==> config.mk <==
export PLATFORM = sky130hd
export DESIGN_NAME = button_conditioner
export DESIGN_NICKNAME = d
export VERILOG_FILES = /design/src/rtl/button_conditioner.sv
export SDC_FILE = /design/constraint.sdc
export NUM_CORES = 1
export LEC_CHECK = 0
export CAP_MARGIN = 25
export CORE_ASPECT_RATIO = 1.25
export CORE_UTILIZATION = 30
export CTS_CLUSTER_DIAMETER = 150
export DETAILED_ROUTE_END_ITERATION = 8
export MAX_ROUTING_LAYER = met4
export PLACE_DENSITY = 0.56
export SLEW_MARGIN = 10
export SYNTH_ARGS = -nofsm -noshare
export SYNTH_HDL_FRONTEND = slang
export SYNTH_SLANG_ARGS = --single-unit
==> constraint.sdc <==
create_clock -name clk -period 3.28 [get_ports clk]
set_clock_uncertainty 0.2 [all_clocks]
set_input_delay 0.984 -clock clk [delete_from_list [all_inputs] [get_ports clk]]
set_output_delay 0.984 -clock clk [all_outputs]
set_load 0.02 [all_outputs]
==> src/rtl/button_conditioner.sv <==
// ============================================================================
//  Module   : button_conditioner
//  Purpose  : Synchronises and debounces a raw push-button. Emits a one-cycle
//             press pulse per debounced press, a debounced level, and a
//             wrapping 8-bit press counter.
//  Options  : BUTTON_CONDITIONER_REPEAT_EN adds auto-repeat pulses while the
//             button stays held (REPEAT_DELAY first, then every REPEAT_PERIOD).
//  Revision : 1.0 - initial release
// ============================================================================
`default_nettype none

module button_conditioner #(
  parameter int DEBOUNCE_CYCLES = 16,
  parameter int CNT_W           = 16,
  parameter int REPEAT_DELAY    = 500,
  parameter int REPEAT_PERIOD   = 100
) (
  input  logic       clk,
  input  logic       rst,
  input  logic       button_raw,
  output logic       button,
  output logic       button_level,
  output logic [7:0] press_count
);

  localparam logic [1:0] ST_IDLE    = 2'd0;
  localparam logic [1:0] ST_ARM     = 2'd1;
  localparam logic [1:0] ST_HELD    = 2'd2;
  localparam logic [1:0] ST_RELEASE = 2'd3;

  localparam logic [CNT_W-1:0] CNT_ZERO = '0;
  localparam logic [CNT_W-1:0] CNT_ONE  = CNT_W'(1);
  localparam logic [CNT_W-1:0] CNT_LAST = CNT_W'(DEBOUNCE_CYCLES - 1);

  logic             s1;
  logic             s;
  logic [1:0]       state;
  logic [1:0]       state_nxt;
  logic [CNT_W-1:0] cnt;
  logic [CNT_W-1:0] cnt_nxt;
  logic             press_evt;
  logic             repeat_evt;
  logic             pulse_nxt;
  logic             level_nxt;

  // Two-flop synchroniser; only s is seen by the debounce FSM.
  always_ff @(posedge clk or posedge rst) begin
    if (rst) begin
      s1 <= 1'b0;
      s  <= 1'b0;
    end else begin
      s1 <= button_raw;
      s  <= s1;
    end
  end

  // FSM state and debounce counter register.
  always_ff @(posedge clk or posedge rst) begin
    if (rst) begin
      state <= ST_IDLE;
      cnt   <= CNT_ZERO;
    end else begin
      state <= state_nxt;
      cnt   <= cnt_nxt;
    end
  end

  // Next-state logic: a level change is accepted only after
  // DEBOUNCE_CYCLES consecutive agreeing samples.
  always_comb begin
    state_nxt = state;
    cnt_nxt   = cnt;
    press_evt = 1'b0;
    case (state)
      ST_IDLE: begin
        if (s) begin
          state_nxt = ST_ARM;
          cnt_nxt   = CNT_ONE;
        end
      end
      ST_ARM: begin
        if (!s) begin
          state_nxt = ST_IDLE;
          cnt_nxt   = CNT_ZERO;
        end else if (cnt == CNT_LAST) begin
          state_nxt = ST_HELD;
          cnt_nxt   = CNT_ZERO;
          press_evt = 1'b1;
        end else begin
          cnt_nxt = cnt + CNT_ONE;
        end
      end
      ST_HELD: begin
        if (!s) begin
          state_nxt = ST_RELEASE;
          cnt_nxt   = CNT_ONE;
        end
      end
      ST_RELEASE: begin
        if (s) begin
          state_nxt = ST_HELD;
          cnt_nxt   = CNT_ZERO;
        end else if (cnt == CNT_LAST) begin
          state_nxt = ST_IDLE;
          cnt_nxt   = CNT_ZERO;
        end else begin
          cnt_nxt = cnt + CNT_ONE;
        end
      end
      default: begin
        state_nxt = ST_IDLE;
        cnt_nxt   = CNT_ZERO;
      end
    endcase
  end

`ifdef BUTTON_CONDITIONER_REPEAT_EN
  localparam logic [CNT_W-1:0] REP_DELAY_C  = CNT_W'(REPEAT_DELAY);
  localparam logic [CNT_W-1:0] REP_PERIOD_C = CNT_W'(REPEAT_PERIOD);

  logic [CNT_W-1:0] rep_cnt;
  logic [CNT_W-1:0] rep_cnt_nxt;
  logic             rep_first;
  logic             rep_first_nxt;
  logic [CNT_W-1:0] rep_target;

  // Repeat counter: counts held cycles, freezes while a release is being
  // debounced (so a bounce back to HELD resumes), clears once fully released.
  always_comb begin
    rep_cnt_nxt   = rep_cnt;
    rep_first_nxt = rep_first;
    repeat_evt    = 1'b0;
    rep_target    = rep_first ? REP_DELAY_C : REP_PERIOD_C;
    if ((state == ST_HELD) && s) begin
      if ((rep_cnt + CNT_ONE) == rep_target) begin
        repeat_evt    = 1'b1;
        rep_cnt_nxt   = CNT_ZERO;
        rep_first_nxt = 1'b0;
      end else begin
        rep_cnt_nxt = rep_cnt + CNT_ONE;
      end
    end else if (state_nxt == ST_IDLE) begin
      rep_cnt_nxt   = CNT_ZERO;
      rep_first_nxt = 1'b1;
    end
  end

  // Repeat counter register.
  always_ff @(posedge clk or posedge rst) begin
    if (rst) begin
      rep_cnt   <= CNT_ZERO;
      rep_first <= 1'b1;
    end else begin
      rep_cnt   <= rep_cnt_nxt;
      rep_first <= rep_first_nxt;
    end
  end
`else
  logic unused_repeat_cfg;
  assign unused_repeat_cfg = (REPEAT_DELAY != REPEAT_PERIOD);
  assign repeat_evt        = 1'b0;
`endif

  // Output decode: level follows the debounced state, pulse on accepted press.
  always_comb begin
    pulse_nxt = press_evt | repeat_evt;
    level_nxt = (state_nxt == ST_HELD) || (state_nxt == ST_RELEASE);
  end

  // Registered outputs.
  always_ff @(posedge clk or posedge rst) begin
    if (rst) begin
      button       <= 1'b0;
      button_level <= 1'b0;
      press_count  <= 8'd0;
    end else begin
      button       <= pulse_nxt;
      button_level <= level_nxt;
      press_count  <= press_count + {7'd0, pulse_nxt};
    end
  end

endmodule

`default_nettype wire

=== After elaboration in Yosys (flattened, before gate mapping) ===
Index checks and enable logic that the tools add are counted.

* Bits in registers: 30
* Output and inout bits: 10
* Logic and storage cells: 36

* Add/sub/neg operators: 2
* Eq/ne operators: 8
* Muxes and demuxes: 16
* Reductions and logical operators: 3

{| class="wikitable"
|+ Operators by type and width
! cell !! count
|-
| 16-bit two-way mux || 5
|-
| 16-bit one-hot mux with 4 select lines || 1
|-
| 16-bit by 1-bit adder with 16-bit output, second input constant || 1
|-
| 16-bit by 4-bit == test with 1-bit output, second input constant || 1
|-
| 2-bit two-way mux || 6
|-
| 8-bit by 1-bit adder with 8-bit output || 1
|-
| 2-bit == test, second input constant || 4
|-
| 2-bit one-hot mux with 4 select lines || 1
|-
| 2-bit != test, second input constant || 2
|-
| 1-bit two-way mux || 3
|-
| 2-bit by 1-bit == test with 1-bit output, second input constant || 1
|-
| 2-bit zero test || 1
|-
| 2-bit AND reduction || 1
|-
| 1-bit logical OR || 1
|}

=== Depth between registers and ports, before layout ===
* Word-level depth: 6
* Gate-level depth with buffers: 9
* Mapped depth without buffers: 9

=== Worst setup path before layout ===
Ideal clock, no wire load.

* Path type: reg-to-reg
* From: reg cnt[11]
* To: reg press_count[6]
* Data arrival time: 1.990 ns
* Required time: 2.951 ns
* Slack: 0.961 ns
* Stages on the path, launching flop included: 9
* Buffers on the path: 0
* Clock period less this slack: 2.319 ns
* Cell sequence: dfrtp_1 -> nor4_1 -> nand4_1 -> nor4b_1 -> ha_1 -> ha_1 -> and3_1 -> nand3_1 -> xnor2_1

* Word-level cells in the longest chain between the ends: 5

{| class="wikitable"
|+ Ends and longest elaborated chain
! element !! line !! text
|-
| start, declared || 39 || <nowiki>logic [CNT_W-1:0] cnt;</nowiki>
|-
| start signal, assigned || 64 || <nowiki>cnt <= cnt_nxt;</nowiki>
|-
| 16-bit by 4-bit == test with 1-bit output || 85 || <nowiki>end else if (cnt == CNT_LAST) begin</nowiki>
|-
| 1-bit two-way mux || 85 ||
|-
| 1-bit two-way mux || 82 || <nowiki>if (!s) begin</nowiki>
|-
| 1-bit two-way mux || 74 || <nowiki>case (state)</nowiki>
|-
| named net press_evt || 41 || <nowiki>logic press_evt;</nowiki>
|-
| 8-bit by 1-bit adder with 8-bit output || 179 || <nowiki>press_count <= press_count + {7'd0, pulse_nxt};</nowiki>
|-
| end signal, assigned || 179 ||
|-
| end, declared || 23 || <nowiki>output logic [7:0] press_count</nowiki>
|}

The timed path passes the listed nets, and every way through them passes these cells.
A chain may end at the register's enable or synchronous reset.

=== Worst setup path in the final report ===
Ends and elaborated chain as after synthesis.

==> reports/qor.csv <==
stage,metric,value,unit
sta,Final Hold Viols,0,
cts,CTS tree,done,
yosys,Area contributors post-synth,"dfrtp_1, xor2_1, xnor2_1",
worst_setup_path,crit start category,register,
sta,"Setup violations, final",0,
yosys,number of register bits inferred by synthesis,29,
worst_setup_path,Setup CP Type,reg -> reg,
sta,RSZ-0062 raised after global routing,false,
worst_setup_path,FF-to-FF path depth,8,
floorplanning,die width,61.7,um
run_status,outcome,"complete, no violations",
cts,Worst-Skew Late Latency,0.28,ns
run,max-cap violations,0,
grt,global routing's busiest layer,met2,
cts,TritonCTS buffer count,5,
floorplanning,CORE AREA,0.00420,mm2
layout,antenna fix cells,0,
cts,clk sinks,29,
yosys,post-synth top area share,0.543,
power,Max VDD drop,0.227,mV
drt,DRT iter0 DRCs,14,
yosys,Post-synth top flop,dfrtp_1,
min_path,Hold Path Origin,s1$_DFF_PP0_,
placement,dpl hpwl,1.81,mm
drt,Detail Route Antenna Nets,0,
drt,drt drc,0,
power,Sw Pwr,0.161,mW
grt,met2 Use GR,0.199,
min_path,Worst Hold Endpoint,s$_DFF_PP0_,
worst_setup_path,CP required,3.24,ns
yosys,Mapped Avg Cell Area,11.1,um2
yosys,Yosys cell types,32,
cts,H-tree Lvls,2,
yosys,Yosys top cell by area,dfrtp_1,
min_path,worst min path class,reg -> reg,
yosys,mapped cell area,0.00134,mm2
worst_setup_path,launch point of the worst reg-to-reg path,cnt[11]$_DFFE_PP0P_,
power,Seq pwr share,0.473,
yosys,most frequent cell after synthesis,dfrtp_1,
layout,nets,144,
floorplanning,row count,26,
grt,pin count of the biggest net entering global routing,30,
floorplanning,die height,76.7,um
yosys,Synth Net Count,127,
power,Comb pwr share,0.037,
yosys,Post-Synthesis Cells,121,
grt,initial antenna violation count,0,
grt,vias in the first global route,1047,
cts,clock buffer depth,2,
drt,Via density,5.04,
layout,Final Non-Filler Cells,195,
sta,worst slew pin tran,0.823,ns
floorplanning,Ports,13,
floorplanning,die area,0.00473,mm2
min_path,WHS Path Cells,0,
sta,fin crit period,2.69,ns
cts,"Reg clk slew, reported paths",0.06,ns
placement,Inst Count DP,187,
cts,post-CTS sizing,0,
sta,Tcrit/Tclk final,0.819,
grt,Overflow after GRT,0,
yosys,post-synthesis sequential area ratio,0.543,
power,Cell Int Power,0.621,mW
drt,WL/cell,13.5,um
grt,Total Routing Usage GR,0.134,
floorplanning,initial core utilization,0.319,
worst_setup_path,Setup crit end kind,register,
layout,fillers,413,
yosys,synth warn,0,
layout,area grow syn2layout,22.5,%
power,Leakage,0.709,nW
drt,drt total wl,2.63,mm
sta,fmax,0.372,GHz
worst_setup_path,FF-to-FF setup slack,0.59,ns
worst_setup_path,Max Fanout on Critical Path,5,
grt,GR Util met1,0.154,
layout,share of layout cells above drive strength 1,0.101,
sta,Max Transition Viols Final,0,
cts,hold_buf cts,0,
cts,clock root buffer,clkbuf_8,
worst_setup_path,data arrival time of the critical path,2.65,ns
power,pwr dens,477,mW/mm2
sta,setup TNS,0,ns
yosys,Commonest cells post-synth,"dfrtp_1, nor2_1, xor2_1, inv_1",
drt,Pre-Repair DR Iteration Count,4,
placement,number of I/O port buffers,12,
worst_setup_path,worst r2r dst,press_count[6]$_DFF_PP0_,
sta,max_slew headroom,0.449,
yosys,Post-synth EDFFs,0,
placement,gpl congestion,0.808,
drt,via count,982,
cts,postcts setup bufs,0,
grt,GR Layer Usage met3,0.0472,
power,switch share,0.206,
power,clock share of power,0.489,
yosys,Synth async-reset ratio,1.00,
grt,wire length of the first global-routing pass,4.55,mm
## worst max-delay path by stage
stage / startpoint / end / slack (ns) / depth (start not counted)
floorplan: cnt[11]$_DFFE_PP0P_ / press_count[6]$_DFF_PP0_ / 0.96 / 8
global placement: cnt[6]$_DFFE_PP0P_ / press_count[6]$_DFF_PP0_ / 0.67 / 8
detailed placement: cnt[11]$_DFFE_PP0P_ / press_count[6]$_DFF_PP0_ / 0.59 / 8
CTS: cnt[11]$_DFFE_PP0P_ / press_count[6]$_DFF_PP0_ / 0.59 / 8
global route: cnt[11]$_DFFE_PP0P_ / press_count[6]$_DFF_PP0_ / 0.40 / 8
finish: cnt[11]$_DFFE_PP0P_ / press_count[6]$_DFF_PP0_ / 0.59 / 8
## registers in the layout (all words and copies together), names as in the netlist
name / count
cnt: 16
press_count: 8
button: 1
button_level: 1
s: 1
s1: 1
state: 1
## routing by layer
metal / part of all wire / wire length (um)
met3: 0.025 / 65
met1: 0.45 / 1190
met5: 0 / 0
met2: 0.49 / 1300
met4: 0.025 / 66
## metrics by stage
| step | power (mW) | hold slack, ns | util | setup slack [ns] | area [um2] |
|---|---|---|---|---|---|
| final | 0.781 | 0.154 | 0.390 | 0.593 | 1640 |
| after global routing | 0.812 | 0.163 | 0.390 | 0.398 | 1640 |
| after CTS | 0.794 | 0.157 | 0.390 | 0.595 | 1640 |
| after detailed placement | 0.407 | 0.143 | 0.363 | 0.586 | 1520 |
| after global placement | 0.405 | 0.140 | 0.363 | 0.668 | 1520 |
| after floorplan | 0.396 | 0.131 | - | 0.961 | 1340 |
## cell families after synthesis
logic type	after synthesis	share of synthesized area
simple gates	41	0.174
flops	29	0.543
compound gates	23	0.122
xor+xnor	15	0.0982
buf+inv	9	0.0271
fa+ha+maj	3	0.0281
mux	1	0.00842
## critical path, stage by stage, from the launching register on
cell     delay [ns]
dfrtp_1        0.42
nor4_1         0.40
nand4_1        0.26
nor4b_1        0.41
ha_1           0.27
ha_1           0.18
and3_1         0.19
nand3_1        0.11
xnor2_1        0.14
## final cells by class
type / instances / area (um2) / share of cell area
Timing Repair Buffer: 13 / 128 / 0.0779
Tap cell: 56 / 70.1 / 0.0428
Clock buffer: 7 / 86.3 / 0.0527
Multi-Input combinational cell: 83 / 576 / 0.351
Clock inverter: 1 / 30.0 / 0.0183
Sequential cell: 29 / 726 / 0.443
Inverter: 6 / 22.5 / 0.0138
## placed cells by master (no fill, tap or decap)
master           netlist  final
dfrtp_1               29     29
clkdlybuf4s50_1        0     12
nor2_1                10     10
xor2_1                10     10
inv_1                  6      6
clkbuf_8               0      6
o21ai_0                5      5
xnor2_1                5      5
a21oi_1                5      5
and3_1                 4      4
nand2_1                4      4
o31ai_1                4      4
nor4_1                 3      3
nand4_1                3      3
and2_1                 3      3
nand3_1                3      3
o2111ai_1              3      3
or4_1                  3      3
ha_1                   3      3
a21oi_2                2      2
or3_1                  2      2
o22ai_1                1      1
a32o_1                 1      1
and3_2                 1      1
o2111ai_2              1      1
or2_1                  1      1
or4_4                  1      1
nor4b_1                1      1
and4_1                 1      1
mux2_2                 1      1
nor2b_1                1      1
o211ai_1               1      1
clkbuf_1               1      1
bufinv_16              0      1
buf_4                  0      1
## power groups by stage
stage | sequential, mW | combinational [mW] | clock [mW]
2_1_floorplan | 0.374 | 0.0225 | 0
3_3_place_gp | 0.376 | 0.0293 | 0
6_report | 0.370 | 0.0290 | 0.382
4_1_cts | 0.370 | 0.0302 | 0.394
5_1_grt | 0.371 | 0.0335 | 0.408
3_5_place_dp | 0.376 | 0.0301 | 0
(Power assumes the default switching activity.)
